<file path="src/rtl/rucksack_pkg.sv">
// Shared types and helpers for the rucksack line parser: bitmap width, ASCII
// control characters, FSM state encoding and the letter-to-priority mapping.
package rucksack_pkg;

   localparam int BITMAP_W = 64;

   localparam logic [7:0] LF  = 8'h0A;
   localparam logic [7:0] CR  = 8'h0D;
   localparam logic [7:0] NUL = 8'h00;

   typedef enum logic [1:0] {
      ST_FILL,
      ST_SPLIT,
      ST_OUT,
      ST_DONE
   } state_t;

   typedef struct packed {
      logic       is_letter;
      logic [5:0] idx;
   } item_t;

   // Bit index equals item priority: 'a'..'z' -> 1..26, 'A'..'Z' -> 27..52.
   function automatic item_t char_to_bit(input logic [7:0] c);
      item_t r;
      r.is_letter = 1'b0;
      r.idx       = 6'd0;
      if (c >= 8'h61 && c <= 8'h7A) begin
         r.is_letter = 1'b1;
         r.idx       = 6'(c - 8'd96);
      end else if (c >= 8'h41 && c <= 8'h5A) begin
         r.is_letter = 1'b1;
         r.idx       = 6'(c - 8'd38);
      end
      return r;
   endfunction

endpackage

</file>
<file path="src/rtl/rucksack_bitmap_acc.sv">
// Clear/OR accumulator for one 64-bit item bitmap; result visible one cycle
// after clr_i/set_i, clear wins over set, no backpressure.
module rucksack_bitmap_acc
   import rucksack_pkg::*;
(
   input  logic                clk,
   input  logic                rst,
   input  logic                clr_i,
   input  logic                set_i,
   input  logic [5:0]          idx_i,
   output logic [BITMAP_W-1:0] bitmap_o
);

   logic [BITMAP_W-1:0] bitmap_q;
   logic [BITMAP_W-1:0] bitmap_d;
   logic [BITMAP_W-1:0] onehot;

   always_comb begin
      onehot        = '0;
      onehot[idx_i] = 1'b1;
      bitmap_d      = bitmap_q;
      if (clr_i) begin
         bitmap_d = '0;
      end else if (set_i) begin
         bitmap_d = bitmap_q | onehot;
      end
   end

   always_ff @(posedge clk or posedge rst) begin
      if (rst) begin
         bitmap_q <= '0;
      end else begin
         bitmap_q <= bitmap_d;
      end
   end

   assign bitmap_o = bitmap_q;

endmodule

</file>
<file path="src/rtl/rucksack_line_parser.sv">
// Streams ROM bytes into a line buffer and emits half1/half2 item bitmaps per line; out_valid
// at T+L+1, held with rom_addr frozen while out_ready is low. RUCKSACK_LINE_BITMAP_EN adds line_bitmap.
module rucksack_line_parser
   import rucksack_pkg::*;
#(
   parameter int ADDR_W    = 12,
   parameter int ROM_DEPTH = 4096,
   parameter int MAX_LINE  = 64
) (
   input  logic                clk,
   input  logic                rst,
   output logic [ADDR_W-1:0]   rom_addr,
   input  logic [7:0]          rom_data,
   output logic                out_valid,
   input  logic                out_ready,
   output logic [BITMAP_W-1:0] half1,
   output logic [BITMAP_W-1:0] half2,
   output logic                line_err,
`ifdef RUCKSACK_LINE_BITMAP_EN
   output logic [BITMAP_W-1:0] line_bitmap,
`endif
   output logic                done
);

   localparam int                LEN_W     = $clog2(MAX_LINE + 1);
   localparam int                IDX_W     = $clog2(MAX_LINE);
   localparam logic [LEN_W-1:0]  MAX_LEN   = LEN_W'(MAX_LINE);
   localparam logic [LEN_W-1:0]  ONE       = LEN_W'(1);
   localparam logic [ADDR_W-1:0] LAST_ADDR = ADDR_W'(ROM_DEPTH - 1);

   state_t            state_q, state_d;
   logic [ADDR_W-1:0] rom_addr_q, rom_addr_d;
   logic [ADDR_W-1:0] data_addr_q;
   logic              rd_vld_q;
   logic [LEN_W-1:0]  len_q, len_d, len_new;
   logic [LEN_W-1:0]  idx_q, idx_d;
   logic              eod_q, eod_d;
   logic              err_q, err_d;
   logic [5:0]        buf_q [MAX_LINE];

   item_t             item;
   logic [5:0]        rd_item;
   logic              buf_we, acc_clr, set1, set2, eod_now;

   assign item    = char_to_bit(rom_data);
   assign rd_item = buf_q[idx_q[IDX_W-1:0]];

   always_comb begin
      state_d    = state_q;
      rom_addr_d = rom_addr_q;
      len_d      = len_q;
      len_new    = len_q;
      idx_d      = idx_q;
      eod_d      = eod_q;
      err_d      = err_q;
      buf_we     = 1'b0;
      acc_clr    = 1'b0;
      set1       = 1'b0;
      set2       = 1'b0;
      eod_now    = 1'b0;
      case (state_q)
         ST_FILL: begin
            // Address runs one ahead of the byte being classified.
            rom_addr_d = rom_addr_q + ADDR_W'(1);
            if (rd_vld_q) begin
               if (item.is_letter) begin
                  if (len_q < MAX_LEN) begin
                     buf_we  = 1'b1;
                     len_new = len_q + ONE;
                  end else begin
                     err_d = 1'b1;
                  end
               end else if (rom_data != LF && rom_data != CR && rom_data != NUL) begin
                  err_d = 1'b1;
               end
               eod_now = (rom_data == NUL) || (data_addr_q == LAST_ADDR);
               if (eod_now || rom_data == LF) begin
                  if (len_new != '0) begin
                     state_d = ST_SPLIT;
                     acc_clr = 1'b1;
                     idx_d   = '0;
                     eod_d   = eod_now;
                     if (len_new[0]) begin
                        err_d = 1'b1;
                     end
                  end else if (eod_now) begin
                     state_d = ST_DONE;
                  end
               end
               len_d = len_new;
            end
         end
         ST_SPLIT: begin
            if (idx_q < (len_q >> 1)) begin
               set1 = 1'b1;
            end else begin
               set2 = 1'b1;
            end
            idx_d = idx_q + ONE;
            if (idx_q == len_q - ONE) begin
               state_d = ST_OUT;
            end
         end
         ST_OUT: begin
            if (out_ready) begin
               len_d = '0;
               if (eod_q) begin
                  state_d = ST_DONE;
               end else begin
                  state_d    = ST_FILL;
                  rom_addr_d = rom_addr_q - ADDR_W'(1);
               end
            end
         end
         ST_DONE: begin
         end
         default: begin
            state_d = ST_FILL;
         end
      endcase
   end

   always_ff @(posedge clk or posedge rst) begin
      if (rst) begin
         state_q     <= ST_FILL;
         rom_addr_q  <= '0;
         data_addr_q <= '0;
         rd_vld_q    <= 1'b0;
         len_q       <= '0;
         idx_q       <= '0;
         eod_q       <= 1'b0;
         err_q       <= 1'b0;
      end else begin
         state_q     <= state_d;
         rom_addr_q  <= rom_addr_d;
         data_addr_q <= rom_addr_q;
         rd_vld_q    <= (state_q == ST_FILL);
         len_q       <= len_d;
         idx_q       <= idx_d;
         eod_q       <= eod_d;
         err_q       <= err_d;
      end
   end

   always_ff @(posedge clk) begin
      if (buf_we) begin
         buf_q[len_q[IDX_W-1:0]] <= item.idx;
      end
   end

   rucksack_bitmap_acc u_half1 (
      .clk      (clk),
      .rst      (rst),
      .clr_i    (acc_clr),
      .set_i    (set1),
      .idx_i    (rd_item),
      .bitmap_o (half1)
   );

   rucksack_bitmap_acc u_half2 (
      .clk      (clk),
      .rst      (rst),
      .clr_i    (acc_clr),
      .set_i    (set2),
      .idx_i    (rd_item),
      .bitmap_o (half2)
   );

   assign rom_addr  = rom_addr_q;
   assign out_valid = (state_q == ST_OUT);
   assign done      = (state_q == ST_DONE);
   assign line_err  = err_q;

`ifdef RUCKSACK_LINE_BITMAP_EN
   assign line_bitmap = out_valid ? (half1 | half2) : '0;
`endif

endmodule

</file>
<file path="config.mk">
export PLATFORM = sky130hd
export DESIGN_NAME = rucksack_line_parser
export DESIGN_NICKNAME = d
export VERILOG_FILES = /design/src/rtl/rucksack_pkg.sv /design/src/rtl/rucksack_bitmap_acc.sv /design/src/rtl/rucksack_line_parser.sv
export SDC_FILE = /design/constraint.sdc
export NUM_CORES = 1
export LEC_CHECK = 0
export BUFFER_PORTS_ARGS = -buffer_cell sky130_fd_sc_hd__buf_2
export CORE_UTILIZATION = 45
export DETAILED_ROUTE_END_ITERATION = 10
export PLACE_DENSITY_LB_ADDON = 0.12
export SYNTH_ARGS = -nofsm -noshare
export SYNTH_HDL_FRONTEND = slang
export SYNTH_SLANG_ARGS = --single-unit
</file>
<file path="constraint.sdc">
create_clock -name clk -period 11.2 [get_ports clk]
set_input_delay 1.12 -clock clk [delete_from_list [all_inputs] [get_ports clk]]
set_output_delay 1.12 -clock clk [all_outputs]
set_load 0.03 [all_outputs]
</file>
==> run_results.csv <==
group,metric,value,unit
clock_network,cts_hold_buffers,0,
yosys,yosys_top_cell_area_share,50.09,%
route,postRouteAntennaNets,0,
worst_setup_path,arrival,5.64,ns
placed_design,pre_cts_slack,5.998,ns
yosys,synth_cell_type_count,76,
grt,antenna_violations_before_repair,0,
yosys,synth.yosys.warnings,0,
yosys,synthesis.nets,1470,
timing,setup_tns,0,ns
grt,maximum_number_of_pins_on_one_net_before_global_route_repair,102,
clock_network,ctsRootBufferMaster,"clkbuf_16",
timing,final-setup-viol-count,0,
grt,globalRouteOverflowTotal,0,
die,placement_rows,82,
grt,global_route.usage.total,21.21,%
yosys,ys.flop_type,"edfxtp_1",
outcome,run_status,"finished, final reports clean",
clock_network,post_cts_resized,0,
route,vias_per_cell,5.750,
clock_network,tritoncts,"yes",
cells_and_area,area_delta_synth_final,13.14,%
power_and_ir_drop,p_int,4.325,mW
yosys,yosysSeqAreaShare,68.68,%
clock_network,clock_input_transition_at_the_sequential_cells_of_the_worst_setup_and_hold_paths,0.06,ns
grt,global_route_wire_length_before_repair,84120,µm
timing,grt_setup_unrepaired,"false",
timing,worst_slack,6.109,ns
placed_design,gp_congestion,0.8170,
power_and_ir_drop,power.ir.vdd_worst,0.0001331,V
yosys,synth_area_leader_cell,"edfxtp_1",
route,drt-pass1-iter-count,5,
yosys,synthTopCellsByArea,"edfxtp_1, dfrtp_1, mux4_2, a22o_1, nand2_1",
power_and_ir_drop,pwr-share-comb,37.7,%
die,die_h,228.2,µm
clock_network,clock_tree.htree_level_count,2,
timing,period_share,45.46,%
min_path,hold_path.class,"reg -> reg",
clock_network,setup_fix_buffers_added_after_clock_tree_synthesis,0,
grt,grt_pass1_vias,13300,
die,coreArea,50270,µm²
cells_and_area,fraction_of_layout_instances_using_a_drive_strength_above_1,24.20,%
timing,timing.fmax,196.4,MHz
route,detail_route.drc_violations,0,
power_and_ir_drop,cellLeakagePower,9.660,nW
placed_design,detailedPlacementHpwl,34060,µm
timing,final-hold-violation-count,0,
route,drtIter0Drc,1091,
worst_setup_path,critical_path.startpoint_type,"flop",
yosys,synthesis.instances,1434,
die,floorplan.initialDensity,45.79,%
job,timing.max_cap.violations,0,
clock_network,clkLatencyLatePin,0.63,ns
timing,fin_crit,5.091,ns
power_and_ir_drop,power_density,270.2,nW/µm²
die,fp.dieArea,52060,µm²
timing,timing.final.max_slew_violations,0,
yosys,synth.cells.most_frequent,"edfxtp_1, dfrtp_1, nand2_1, mux4_2, nor2_1",
power_and_ir_drop,power,7.038,mW
route,wl_per_cell,23.94,µm
worst_setup_path,critical_path_required,11.75,ns
clock_network,cts.sinks,555,
placed_design,port-buffer-count,153,
yosys,synth_async_sr_flop_share,30.81,%
worst_setup_path,setup.worst_path.end_class,"flop",
timing,slew-limit-headroom,18.89,%
timing,pin_slew_with_the_least_headroom_to_its_limit,1.214,ns
power_and_ir_drop,power_switching_share,38.55,%
yosys,synth.avg_cell_area,16.05,µm²
timing,final.setup_skew,0.02437,ns
yosys,synth_enable_flop_cells,384,
cells_and_area,finish.net_count,1614,
yosys,syn-cell-area,23020,µm²
worst_setup_path,worst_path_fanout_max,38,
cells_and_area,antenna_cells,0,
route,vias,13200,
power_and_ir_drop,p_sw,2.713,mW
yosys,most_frequently_used_cell_type_in_the_post_synthesis_netlist,"edfxtp_1",
die,die_width,228.2,µm
clock_network,tritoncts.num_buffers,56,
yosys,ys_seq_elements,555,
clock_network,clk_buf_depth,3,
die,floorplan.io_pins,154,
power_and_ir_drop,seq_power_share,37.2,%
power_and_ir_drop,clkPwrFrac,25.1,%
route,finalWirelength,54960,µm
worst_setup_path,path_type_of_the_worst_setup_path,"reg -> reg",
[area by class of cell]
type                            instances  area, µm²
Sequential cell                       555      15820
Tap cell                              672      840.8
Fill cell                            4205      24230
Timing Repair Buffer                  168      878.3
Clock buffer                           82       1549
Clock inverter                         22      160.2
Multi-Input combinational cell        775       6710
Inverter                               22      87.58
[routing by layer]
layer	part of all wire [%]	GRT usage, %	vias to the layer above	wire (µm)
met1	46	30.99	6810	25410
li1	-	-	5903	-
met3	5.5	3.788	85	3028
met2	46	32.77	403	25250
met5	0	0	-	0
met4	2.3	5.872	0	1263
[cells by family (layout without fill, tap and decap cells)]
group | after synthesis | after routing | synth area share, %
AO/OA/AOI/OAI | 296 | 296 | 9.496
XOR/XNOR | 18 | 18 | 0.6849
adder cells (fa/ha/maj) | 25 | 25 | 1.391
buffers and inverters | 104 | 294 | 2.337
flip-flops | 555 | 555 | 68.68
multiplexers | 131 | 131 | 11.21
AND/OR/NAND/NOR | 305 | 305 | 6.196
[cells in the final DEF (no fill, tap or decap), types with 6 or more instances in the layout]
cell type / netlist / layout
edfxtp_1: 384 / 384
a31oi_1: 10 / 10
nand2b_1: 11 / 11
nor2b_1: 9 / 9
mux2_2: 11 / 11
mux2i_1: 19 / 19
clkinv_1: 1 / 10
nand4_1: 6 / 6
a211oi_1: 7 / 7
a211o_1: 8 / 8
o22ai_1: 13 / 13
inv_1: 21 / 20
o21ai_1: 48 / 48
a22oi_1: 16 / 16
dfrtp_1: 171 / 169
xnor2_1: 10 / 10
a22o_1: 68 / 68
nand3_1: 17 / 17
nor3_1: 17 / 16
buf_2: 26 / 153
clkbuf_16: 0 / 56
nand2_1: 114 / 114
nor2_1: 94 / 91
o22ai_2: 6 / 6
clkinv_2: 0 / 7
buf_4: 8 / 15
mux4_2: 100 / 100
o21ai_0: 35 / 35
xor2_1: 8 / 8
o22a_1: 16 / 16
a21oi_1: 23 / 23
clkbuf_1: 29 / 21
ha_1: 24 / 24
[worst max-delay path, cell delays in order, from the launching register on]
cell and delay, ns:
dfrtp_4 0.83, buf_4 0.67, buf_4 0.72, mux4_2 0.57, mux4_2 0.48, mux2i_1 0.44
or4b_1 0.76, o22ai_2 0.34, a22o_1 0.18
[metrics by stage]
stage	std cells	hold slack [ns]	utilization (%)	instance area, µm²
after detailed placement	2192	0.4107	48.40	24330
final	2296	0.4237	51.80	26040
after global placement	2192	0.4140	48.40	24330
after floorplan	1434	0.4630	-	23020
after global routing	2296	0.4583	51.80	26040
after CTS	2296	0.4236	51.80	26040
[power groups by stage]
stage	sequential [mW]	clock, mW	combinational (mW)
floorplan	2.87	0	1.71
global placement	2.66	0	2.65
detailed placement	2.66	0	2.67
CTS	2.62	1.80	2.67
global route	2.65	1.88	2.84
finish	2.62	1.77	2.65
[sequential cells by signal, indices dropped and copies added (netlist names)]
signal	cells
buf_q	384
data_addr_q	12
eod_q	1
idx_q	7
len_q	7
line_err	1
rd_vld_q	1
rom_addr	12
state_q	2
u_half1.bitmap_o	64
u_half2.bitmap_o	64
[final timing paths]
path	from	endpoint	slack, ns	depth (start not counted)
min	rom_addr[11]	data_addr_q[11]	0.42	0
min reg2reg	rom_addr[11]	data_addr_q[11]	0.42	0
min in group asynchronous	rst	data_addr_q[0]	0.68	2
max	idx_q[0]	u_half2.bitmap_o[40]	6.11	8
max reg2reg	idx_q[0]	u_half2.bitmap_o[40]	6.11	8
max in group asynchronous	rst	u_half1.bitmap_o[7]	9.01	3
Power figures use the tool's default switching activity.
